File: src/rtl/vga_timing_pkg.sv
`default_nettype none
// +----------------------------------------------------------------------+
// | vga_timing_pkg : 640x480@60 timing constants shared with the renderer |
// | Revision       : 1.0                                                  |
// +----------------------------------------------------------------------+
package vga_timing_pkg;

  localparam int VGA_H_ACTIVE = 640;
  localparam int VGA_H_FP     = 16;
  localparam int VGA_H_SYNC   = 96;
  localparam int VGA_H_BP     = 48;
  localparam int VGA_V_ACTIVE = 480;
  localparam int VGA_V_FP     = 10;
  localparam int VGA_V_SYNC   = 2;
  localparam int VGA_V_BP     = 33;

  localparam int VGA_H_TOTAL = VGA_H_ACTIVE + VGA_H_FP + VGA_H_SYNC + VGA_H_BP;
  localparam int VGA_V_TOTAL = VGA_V_ACTIVE + VGA_V_FP + VGA_V_SYNC + VGA_V_BP;

  localparam int VGA_H_SYNC_START = VGA_H_ACTIVE + VGA_H_FP;
  localparam int VGA_H_SYNC_END   = VGA_H_SYNC_START + VGA_H_SYNC - 1;
  localparam int VGA_V_SYNC_START = VGA_V_ACTIVE + VGA_V_FP;
  localparam int VGA_V_SYNC_END   = VGA_V_SYNC_START + VGA_V_SYNC - 1;

  localparam logic VGA_HSYNC_POL = 1'b0;
  localparam logic VGA_VSYNC_POL = 1'b0;

  localparam int CNT_W = 10;

  typedef struct packed {
    logic hsync;
    logic vsync;
    logic display_on;
  } sync_bus_t;

  // Zero-extend a counter so compares see the full 32-bit constant
  function automatic logic [31:0] widen(input logic [CNT_W-1:0] v);
    return {{(32-CNT_W){1'b0}}, v};
  endfunction

endpackage
`default_nettype wire

File: src/rtl/vga_sync_delay.sv
`default_nettype none
// +----------------------------------------------------------------------+
// | vga_sync_delay : ce-qualified shift register for sync/blank alignment |
// | Revision       : 1.0                                                  |
// +----------------------------------------------------------------------+
module vga_sync_delay
  import vga_timing_pkg::*;
#(
  parameter int        DEPTH   = 2,
  parameter sync_bus_t RST_VAL = '0
) (
  input  logic      clk,
  input  logic      rst_n,
  input  logic      ce,
  input  sync_bus_t din,
  output sync_bus_t dout
);

  generate
    if (DEPTH == 0) begin : g_bypass
      logic unused_ctrl;
      assign unused_ctrl = &{1'b0, clk, rst_n, ce};
      assign dout = din;
    end else begin : g_pipe
      sync_bus_t stage [DEPTH];

      always_ff @(posedge clk or negedge rst_n) begin
        if (!rst_n) begin
          for (int i = 0; i < DEPTH; i++) stage[i] <= RST_VAL;
        end else if (ce) begin
          stage[0] <= din;
          for (int i = 1; i < DEPTH; i++) stage[i] <= stage[i-1];
        end
      end

      assign dout = stage[DEPTH-1];
    end
  endgenerate

endmodule
`default_nettype wire

File: src/rtl/vga_timing_core.sv
`default_nettype none
// +----------------------------------------------------------------------+
// | vga_timing_core : VGA raster counters, sync/blank, strobes, frame count |
// | Revision        : 1.0                                                  |
// +----------------------------------------------------------------------+
module vga_timing_core
  import vga_timing_pkg::*;
#(
  parameter int   H_ACTIVE  = VGA_H_ACTIVE,
  parameter int   H_FP      = VGA_H_FP,
  parameter int   H_SYNC    = VGA_H_SYNC,
  parameter int   H_BP      = VGA_H_BP,
  parameter int   V_ACTIVE  = VGA_V_ACTIVE,
  parameter int   V_FP      = VGA_V_FP,
  parameter int   V_SYNC    = VGA_V_SYNC,
  parameter int   V_BP      = VGA_V_BP,
  parameter logic HSYNC_POL = VGA_HSYNC_POL,
  parameter logic VSYNC_POL = VGA_VSYNC_POL,
  parameter int   PIPE_DLY  = 2
) (
  input  logic       clk,
  input  logic       rst_n,
  input  logic       ce,
  output logic [9:0] hpos,
  output logic [9:0] vpos,
  output logic       display_on,
  output logic       hsync,
  output logic       vsync,
  output logic       line_start,
  output logic       frame_start,
  output logic [7:0] frame_count,
  output logic       hsync_d,
  output logic       vsync_d,
  output logic       display_on_d
);

  localparam int H_TOTAL = H_ACTIVE + H_FP + H_SYNC + H_BP;
  localparam int V_TOTAL = V_ACTIVE + V_FP + V_SYNC + V_BP;

  localparam logic [31:0] H_LAST   = 32'(H_TOTAL - 1);
  localparam logic [31:0] V_LAST   = 32'(V_TOTAL - 1);
  localparam logic [31:0] H_ACT    = 32'(H_ACTIVE);
  localparam logic [31:0] V_ACT    = 32'(V_ACTIVE);
  localparam logic [31:0] HS_START = 32'(H_ACTIVE + H_FP);
  localparam logic [31:0] HS_STOP  = 32'(H_ACTIVE + H_FP + H_SYNC);
  localparam logic [31:0] VS_START = 32'(V_ACTIVE + V_FP);
  localparam logic [31:0] VS_STOP  = 32'(V_ACTIVE + V_FP + V_SYNC);

  generate
    if (H_TOTAL > 1024) begin : g_bad_h_total
      $error("vga_timing_core: H_TOTAL does not fit a 10-bit counter");
    end
    if (V_TOTAL > 1024) begin : g_bad_v_total
      $error("vga_timing_core: V_TOTAL does not fit a 10-bit counter");
    end
    if (PIPE_DLY < 0 || PIPE_DLY > 7) begin : g_bad_pipe_dly
      $error("vga_timing_core: PIPE_DLY must be within 0..7");
    end
  endgenerate

  logic [9:0] h_next, v_next;
  logic       h_wrap, v_wrap;
  logic       de_next, hs_next, vs_next;

  // Outputs are decoded from the next counter values so they register
  // coherently with hpos/vpos.
  always_comb begin
    h_wrap  = (widen(hpos) == H_LAST);
    v_wrap  = h_wrap && (widen(vpos) == V_LAST);
    h_next  = h_wrap ? '0 : hpos + 10'd1;
    v_next  = v_wrap ? '0 : (h_wrap ? vpos + 10'd1 : vpos);
    de_next = (widen(h_next) < H_ACT) && (widen(v_next) < V_ACT);
    hs_next = (widen(h_next) >= HS_START && widen(h_next) < HS_STOP) ? HSYNC_POL : ~HSYNC_POL;
    vs_next = (widen(v_next) >= VS_START && widen(v_next) < VS_STOP) ? VSYNC_POL : ~VSYNC_POL;
  end

  always_ff @(posedge clk or negedge rst_n) begin
    if (!rst_n) begin
      hpos        <= '0;
      vpos        <= '0;
      display_on  <= 1'b0;
      hsync       <= ~HSYNC_POL;
      vsync       <= ~VSYNC_POL;
      line_start  <= 1'b0;
      frame_start <= 1'b0;
      frame_count <= '0;
    end else if (ce) begin
      hpos        <= h_next;
      vpos        <= v_next;
      display_on  <= de_next;
      hsync       <= hs_next;
      vsync       <= vs_next;
      line_start  <= h_wrap;
      frame_start <= v_wrap;
      if (v_wrap) frame_count <= frame_count + 8'd1;
    end else begin
      // Strobes must never stretch across stalled cycles
      line_start  <= 1'b0;
      frame_start <= 1'b0;
    end
  end

  localparam sync_bus_t IDLE = sync_bus_t'{hsync: ~HSYNC_POL, vsync: ~VSYNC_POL, display_on: 1'b0};

  sync_bus_t dly_in, dly_out;
  assign dly_in = sync_bus_t'{hsync: hsync, vsync: vsync, display_on: display_on};

  vga_sync_delay #(
    .DEPTH   (PIPE_DLY),
    .RST_VAL (IDLE)
  ) u_sync_delay (
    .clk   (clk),
    .rst_n (rst_n),
    .ce    (ce),
    .din   (dly_in),
    .dout  (dly_out)
  );

  assign hsync_d      = dly_out.hsync;
  assign vsync_d      = dly_out.vsync;
  assign display_on_d = dly_out.display_on;

endmodule
`default_nettype wire

File: config.mk
export PLATFORM = sky130hd
export DESIGN_NAME = vga_timing_core
export DESIGN_NICKNAME = d
export VERILOG_FILES = /design/src/rtl/vga_timing_pkg.sv /design/src/rtl/vga_sync_delay.sv /design/src/rtl/vga_timing_core.sv
export SDC_FILE = /design/constraint.sdc
export NUM_CORES = 1
export LEC_CHECK = 0
export CAP_MARGIN = 15
export CORE_MARGIN = 4
export CORE_UTILIZATION = 45
export CTS_CLUSTER_SIZE = 8
export DETAILED_ROUTE_END_ITERATION = 8
export HOLD_SLACK_MARGIN = 0.06
export PLACE_DENSITY = 0.7
export SLEW_MARGIN = 5
export SYNTH_ARGS = -nofsm -noshare
export SYNTH_HDL_FRONTEND = slang
export SYNTH_SLANG_ARGS = --single-unit
File: constraint.sdc
create_clock -name clk -period 4.4 [get_ports clk]
set_input_delay 0.88 -clock clk [delete_from_list [all_inputs] [get_ports clk]]
set_output_delay 0.88 -clock clk [all_outputs]
set_load 0.01 [all_outputs]
==> impl_metrics.toml, run 1 <==
[outcome]
status = "complete, no violations"

[yosys]
synth_area_um2 = 2170
syn-instance-count = 217
synth-async-reset-ratio = 1.00
syn_avg_cell_area_um2 = 10.0
syn_nets = 224
synth.most_common_cell = "dfrtp_1"
synth_top_area_share = 0.380
synth_seq_cells = 39
synth_area_leaders = "dfrtp_1 38%, dfstp_2 7.3%, xnor2_1 4.8%"
synth_edf_count = 0
synth.distinct_cells = 51
synth_ff_type = "dfrtp_1"
synth_common_cells = "33 x dfrtp_1, 24 x nand2_1, 13 x o21ai_0"
yosysSeqAreaShare = 0.453
yosys.area.top_type = "dfrtp_1"
yosys_warnings = 0

[clocking]
clkTransAtPathRegs_ns = 0.08
clkSinkCount = 39
h-tree-depth = 2
root_buffer = "clkbuf_8"
post_cts_resized = 0
cts_setup_buffers = 0
cts_hold_buf = 0
cts_made_buffers = 5
insertion_delay_ns = 0.29
cts.path.max_buffers = 2
tritoncts = "built"

[floorplanning]
die-area_um2 = 6010
io_pins = 39
rows = 25
die_x_um = 77.5
initial_core_util = 0.463
core_um2 = 4690
die_h_um = 77.5

[cells_and_area]
final_cell_area_um2 = 2680
diodes = 0
areaGrowthSynthToFinish_pct = 23.3
fillers = 430
multiInputGateArea_um2 = 1110
regArea_um2 = 983
final_nets = 261
drive_gt1_frac = 0.161

[placed_design]
gp_congestion = 0.790
place_ws_ns = 1.72
portBuffers = 38
hpwl_mm = 3.07
placed_area_um2 = 2560

[route]
wl_mm = 4.43
drt_iter0_drc = 167
via_per_inst = 5.68
drtPass1Iterations = 4
detail-route-antenna-nets = 0
drc_errors = 0
wl_per_cell_um = 14.3
vias = 1756

[power_and_ir_drop]
worst_ir_drop_vdd_mv = 0.156
powerDensity_nw_per_um2 = 341
p_leak_nw = 1.06
totalPowerFinal_uw = 915

[setup_path]
crit_family = "buffers and inverters"
cp_slowest_cell = "clkdlybuf4s50_1"
critPathRequiredTime_ns = 3.52
crit_buf_inv = 1
arrival_ns = 1.51
start_kind = "flop"
cpPeakStageDelay_ns = 0.62
critical_path.endpoint_type = "output port"
crit_type = "reg2out"
crit_chain = "clkdlybuf4s50_1"
critPathMaxFanout = 12

[sta]
finClkSkew_ns = 0.00195
hold_violations = 0
holdWs_ns = 0.469
max_freq_ghz = 0.419
setup_ws_ns = 2.01
tightest_slew_ns = 0.839
setup_viol = 0
post-route-min-period_ns = 2.39
fin_crit_sh = 0.543
final_max_slew_viol_count = 0
rsz0062_at_grt = "false"
setup_tns_ns = 0
slew_headroom = 0.440

[global_routing]
grt_max_degree = 40
grt-ovfl-total = 0
grt_pass1_vias = 1624
grt_pass1_wl_mm = 7.78
grt_antenna_before_repair = 0
grt_usage = 0.161

[run]
maxCapViolCount = 0

[hold_path]
hp-class = "reg2reg"
-- flip-flops by register name (all words and copies together), names as in the netlist --
| register | count |
|---|---|
| hpos | 10 |
| u_sync_delay.g_pipe.stage | 3 |
| display_on | 1 |
| hsync | 1 |
| line_start | 1 |
| vpos | 10 |
| frame_count | 8 |
| u_sync_delay.dout | 3 |
| frame_start | 1 |
| vsync | 1 |
-- placed cells by master (no fill, tap or decap), drive strengths merged, types with 2 or more instances in the layout --
master          n
clkdlybuf4s50  37
dfrtp          33
nand2          24
o21ai          17
nor2           14
nand3          13
xnor2          12
nand4          12
mux2            9
and3            8
o31ai           7
a21oi           7
inv             6
clkbuf          6
dfstp           6
xor2            4
ha              4
o211ai          3
a31oi           3
nor2b           3
nor3            3
a21o            2
nand2b          2
and4            2
or2b            2
buf             2
-- where the power goes --
group,switching (mW),total [mW],leakage (nW),internal (mW)
clock network,0.127,0.311,0.0612,0.183
logic,0.0754,0.164,0.494,0.0890
registers,0.0534,0.440,0.501,0.387
total,0.256,0.915,1.06,0.659
-- logic make-up (layout without fill, tap and decap cells) --
family	Yosys count	in the layout	share of synthesized area
flops	39	39	0.453
simple gates	88	88	0.239
fa+ha+maj	4	4	0.0230
mux	10	10	0.0512
compound gates	45	45	0.131
buf+inv	15	53	0.0386
xor+xnor	16	16	0.0645
-- layer usage --
metal  part of all wire  GRT usage  vias to the layer above
met1               0.47      0.217                      836
li1                   -          -                      864
met4              0.021     0.0747                        0
met5                  0          0                        -
met2               0.45      0.243                       49
met3              0.051     0.0406                        7
-- final cells by class --
type                            instances  area share
Multi-Input combinational cell        163       0.413
Sequential cell                        39       0.367
Timing Repair Buffer                   39       0.143
Clock buffer                            6      0.0308
Tap cell                               54      0.0252
Clock inverter                          2      0.0131
Inverter                                6     0.00840
-- path summary, 6_finish.rpt --
path | endpoint | cells past startpoint | slack, ns | from
setup / recovery | hpos[5] | 1 | 2.01 | hpos[5]$_DFFE_PN0P_
min in group asynchronous | frame_count[5]$_DFFE_PN0P_ | 1 | 0.69 | rst_n
hold reg to reg | frame_count[7]$_DFFE_PN0P_ | 1 | 0.47 | frame_count[7]$_DFFE_PN0P_
max in group asynchronous | frame_count[2]$_DFFE_PN0P_ | 1 | 3.18 | rst_n
setup reg to reg | display_on$_DFFE_PN0P_ | 7 | 2.29 | hpos[0]$_DFFE_PN0P_
hold / removal | frame_count[7]$_DFFE_PN0P_ | 1 | 0.47 | frame_count[7]$_DFFE_PN0P_
-- per-stage QoR --
stage               utilization  cells
CTS                       0.571    309
detailed placement        0.546    301
global route              0.571    309
finish                    0.571    309
global placement          0.546    301
floorplan                     -    217
Power figures use the tool's default switching activity.
==> inputs of run 2 (changes only) <==
--- a/config.mk
+++ b/config.mk
@@ -11,7 +11,7 @@
 export CTS_CLUSTER_SIZE = 8
 export DETAILED_ROUTE_END_ITERATION = 8
 export HOLD_SLACK_MARGIN = 0.06
-export PLACE_DENSITY = 0.7
+export PLACE_DENSITY = 0.73
 export SLEW_MARGIN = 5
 export SYNTH_ARGS = -nofsm -noshare
 export SYNTH_HDL_FRONTEND = slang
==> constraint.sdc (replaced) <==
create_clock -name clk -period 2.1 [get_ports clk]
set_input_delay 0.42 -clock clk [delete_from_list [all_inputs] [get_ports clk]]
set_output_delay 0.42 -clock clk [all_outputs]
set_load 0.01 [all_outputs]
==> impl_metrics.toml, run 2 (synthesized netlist as in run 1, its figures left out) <==
[outcome]
status = "complete, no violations"

[global_routing]
grt_pass1_wl_mm = 8.04
grt_pass1_vias = 1671
grt_usage = 0.163
grt_antenna_before_repair = 0
grt_max_degree = 40
grt-ovfl-total = 0

[route]
vias = 1782
via_per_inst = 5.57
wl_per_cell_um = 14.4
drt_iter0_drc = 113
drc_errors = 0
wl_mm = 4.59
drtPass1Iterations = 4
detail-route-antenna-nets = 0

[setup_path]
critPathMaxFanout = 8
critical_path.endpoint_type = "flop"
crit_type = "reg2reg"
start_kind = "flop"
arrival_ns = 2.19
critPathRequiredTime_ns = 2.29

[sta]
max_freq_ghz = 0.499
finClkSkew_ns = 0.00832
rsz0062_at_grt = "false"
final_max_slew_viol_count = 0
setup_tns_ns = 0
slew_headroom = 0.683
post-route-min-period_ns = 2.00
fin_crit_sh = 0.953
setup_viol = 0
holdWs_ns = 0.168
tightest_slew_ns = 0.476
hold_violations = 0

[cells_and_area]
drive_gt1_frac = 0.203
fillers = 393
fin_util = 0.590
multiInputGateArea_um2 = 1120
final_nets = 272
final_common_cell = "clkdlybuf4s50_1"
final_cell_mix = "37 x clkdlybuf4s50_1, 33 x dfrtp_1, 24 x nand2_1"
regArea_um2 = 983
areaGrowthSynthToFinish_pct = 27.4
final_cell_area_um2 = 2770
reg_top3 = "hpos: 10 flops, vpos: 10 flops, frame_count: 8 flops"
diodes = 0

[clocking]
clkTransAtPathRegs_ns = 0.08
tritoncts = "built"
clkSinkCount = 39
cts_made_buffers = 5
root_buffer = "clkbuf_8"
post_cts_resized = 0
cts.path.max_buffers = 2
insertion_delay_ns = 0.29
cts_setup_buffers = 0
cts_hold_buf = 0
h-tree-depth = 2

[floorplanning]
die_h_um = 77.5
die-area_um2 = 6010
die_x_um = 77.5
initial_core_util = 0.463
core_um2 = 4690
io_pins = 39
rows = 25

[placed_design]
placed_area_um2 = 2650
portBuffers = 38
hpwl_mm = 3.27
gp_congestion = 0.817

[run]
maxCapViolCount = 0

[power_and_ir_drop]
powerDensity_nw_per_um2 = 705
p_leak_nw = 1.12
worst_ir_drop_vdd_mv = 0.409

[hold_path]
hp-class = "in2async"
run 2: cell count changes in the layout (fill, tap and decap cells not counted), sizes merged:
cell | previous run | this run
clkbuf | 6 | 5
buf | 2 | 13
clkinv | 1 | 2
run 2: report_power, final:
group | switching (mW) | total [mW] | internal [mW]
registers | 0.0693 | 0.880 | 0.811
clock network | 0.277 | 0.631 | 0.354
logic | 0.214 | 0.441 | 0.227
run 2: final timing paths:
check / slack, ns / start / depth (start not counted) / to
setup / recovery: 0.1 / vpos[1]$_DFFE_PN0P_ / 7 / display_on$_DFFE_PN0P_
hold / removal: 0.17 / rst_n / 2 / frame_count[1]$_DFFE_PN0P_
setup reg to reg: 0.1 / vpos[1]$_DFFE_PN0P_ / 7 / display_on$_DFFE_PN0P_
hold reg to reg: 0.47 / frame_count[7]$_DFFE_PN0P_ / 1 / frame_count[7]$_DFFE_PN0P_
max in group asynchronous: 1.58 / rst_n / 2 / u_sync_delay.dout[2]$_DFFE_PN1P_
min in group clk: 0.47 / frame_count[7]$_DFFE_PN0P_ / 1 / frame_count[7]$_DFFE_PN0P_
run 2: metal layers:
layer	vias to the layer above	part of all wire	track usage
li1	880	-	-
met1	839	0.48	0.229
met2	58	0.46	0.249
met3	5	0.048	0.0406
met4	0	0.0096	0.0480
met5	-	0	0
run 2: critical path: stages (launching register included):
cell and delay [ns]:
dfrtp_1 0.49, ha_2 0.32, nand3_1 0.24, nand4_1 0.17
o31ai_1 0.08, a32oi_1 0.20, nor3_2 0.09, o41ai_2 0.30
run 2: layout make-up:
class,instances,share of cell area
Timing Repair Buffer,50,0.168
Sequential cell,39,0.355
Multi-Input combinational cell,163,0.404
Inverter,6,0.00813
Tap cell,54,0.0244
Clock buffer,5,0.0249
Clock inverter,3,0.0158
run 2: metrics by stage:
step           setup WS [ns]  cells  power, mW
6_report              0.0977    320       1.95
5_1_grt               0.0120    320       2.06
4_1_cts               0.0608    320       1.96
2_1_floorplan          0.196    217       1.11
3_5_place_dp          0.0948    312       1.33
3_3_place_gp           0.112    312       1.32
==> inputs of run 3 (changes only) <==
--- a/config.mk
+++ b/config.mk
@@ -11,6 +11,7 @@
 export CTS_CLUSTER_SIZE = 8
 export DETAILED_ROUTE_END_ITERATION = 8
 export HOLD_SLACK_MARGIN = 0.06
+export MAX_ROUTING_LAYER = met4
 export PLACE_DENSITY = 0.73
 export SLEW_MARGIN = 5
 export SYNTH_ARGS = -nofsm -noshare
==> impl_metrics.toml, run 3 (synthesized netlist as in run 1, its figures left out) <==
[outcome]
status = "complete, no violations"

[route]
vias = 1777
drt_iter0_drc = 112
drtPass1Iterations = 4
via_per_inst = 5.55
detail-route-antenna-nets = 0
wl_mm = 4.60
drc_errors = 0
wl_per_cell_um = 14.4

[cells_and_area]
multiInputGateArea_um2 = 1120
final_nets = 272
final_cell_mix = "37 x clkdlybuf4s50_1, 33 x dfrtp_1, 24 x nand2_1"
final_cell_area_um2 = 2770
reg_top3 = "hpos: 10 flops, vpos: 10 flops, frame_count: 8 flops"
regArea_um2 = 983
diodes = 0
fillers = 393
areaGrowthSynthToFinish_pct = 27.4
final_common_cell = "clkdlybuf4s50_1"
drive_gt1_frac = 0.203

[clocking]
h-tree-depth = 2
cts.path.max_buffers = 2
clkTransAtPathRegs_ns = 0.08
root_buffer = "clkbuf_8"
insertion_delay_ns = 0.29
cts_made_buffers = 5
clkSinkCount = 39
tritoncts = "built"

[sta]
setup_viol = 0
fin_crit_sh = 0.954
final_max_slew_viol_count = 0
slew_headroom = 0.683
holdWs_ns = 0.168
rsz0062_at_grt = "false"
hold_violations = 0
max_freq_ghz = 0.499
post-route-min-period_ns = 2.00
tightest_slew_ns = 0.476
setup_tns_ns = 0
setup_ws_ns = 0.0972
finClkSkew_ns = 0.00832

[floorplanning]
rows = 25
initial_core_util = 0.463
die_h_um = 77.5
core_um2 = 4690
die-area_um2 = 6010
io_pins = 39
die_x_um = 77.5

[setup_path]
critPathRequiredTime_ns = 2.29
reg2reg_slack_ns = 0.1
rr_worst_depth = 7
crit_type = "reg2reg"
cpPeakStageDelay_ns = 0.49
crit_buf_inv = 0
crit_family = "compound AO/OA/AOI/OAI gates"
critPathMaxFanout = 8
crit_chain = "ha_2, nand3_1, nand4_1, o31ai_1, a32oi_1, nor3_2, o41ai_2"
critical_path.endpoint_type = "flop"
cp_num_cells = 7
arrival_ns = 2.20
start_kind = "flop"
cp_slowest_cell = "dfrtp_1"

[global_routing]
grt_max_degree = 40
grt_antenna_before_repair = 0
grt_usage = 0.168
grt-ovfl-total = 0
grt_pass1_wl_mm = 8.03
grt_pass1_vias = 1670

[power_and_ir_drop]
worst_ir_drop_vdd_mv = 0.409
powerDensity_nw_per_um2 = 705
p_leak_nw = 1.12

[placed_design]
place_ws_ns = 0.0948
gp_congestion = 0.830
portBuffers = 38
hpwl_mm = 3.27
placed_area_um2 = 2650

[hold_path]
hp-class = "in2async"

[run]
maxCapViolCount = 0
-- run 3: cell counts in the layout (fill, tap and decap cells not counted) --
Identical to the previous run, type by type.
-- run 3: final timing paths --
path,start,to
min,rst_n,frame_count[1]$_DFFE_PN0P_
max in group asynchronous,rst_n,vsync$_DFFE_PN1P_
min in group clk,frame_count[7]$_DFFE_PN0P_,frame_count[7]$_DFFE_PN0P_
max,vpos[1]$_DFFE_PN0P_,display_on$_DFFE_PN0P_
max reg2reg,vpos[1]$_DFFE_PN0P_,display_on$_DFFE_PN0P_
min reg2reg,frame_count[7]$_DFFE_PN0P_,frame_count[7]$_DFFE_PN0P_
-- run 3: final cells by class --
class,instances,share of cell area
inverter,6,0.00813
multi-input combinational,163,0.404
clock buffer,5,0.0249
timing repair buffer,50,0.168
clock inverter,3,0.0158
tap,54,0.0244
sequential,39,0.355
-- run 3: timing repair --
item,4_1_cts,5_1_grt
hold endpoints to repair,0,0
hold buffers,0,0
endpoints found under the setup margin,0,2
gates resized for setup,0,3
setup buffers,0,0
-- run 3: report_power, final --
| group | switching (mW) | internal [mW] |
|---|---|---|
| Sequential | 0.0693 | 0.811 |
| Combinational | 0.214 | 0.227 |
| Clock | 0.278 | 0.354 |
| Total | 0.561 | 1.39 |
-- run 3: metal layers --
metal | routed length [um] | up-vias | global-route usage
li1 | - | 880 | -
met1 | 2240 | 837 | 0.231
met2 | 2110 | 55 | 0.249
met3 | 208 | 5 | 0.0383
met4 | 44 | 0 | 0.0480
met5 | 0 | - | -
-- run 3: per-stage QoR --
step	utilization	cells	power (mW)
global route	0.590	320	2.06
global placement	0.564	312	1.32
detailed placement	0.564	312	1.33
finish	0.590	320	1.95
CTS	0.588	320	1.96
floorplan	-	217	1.11
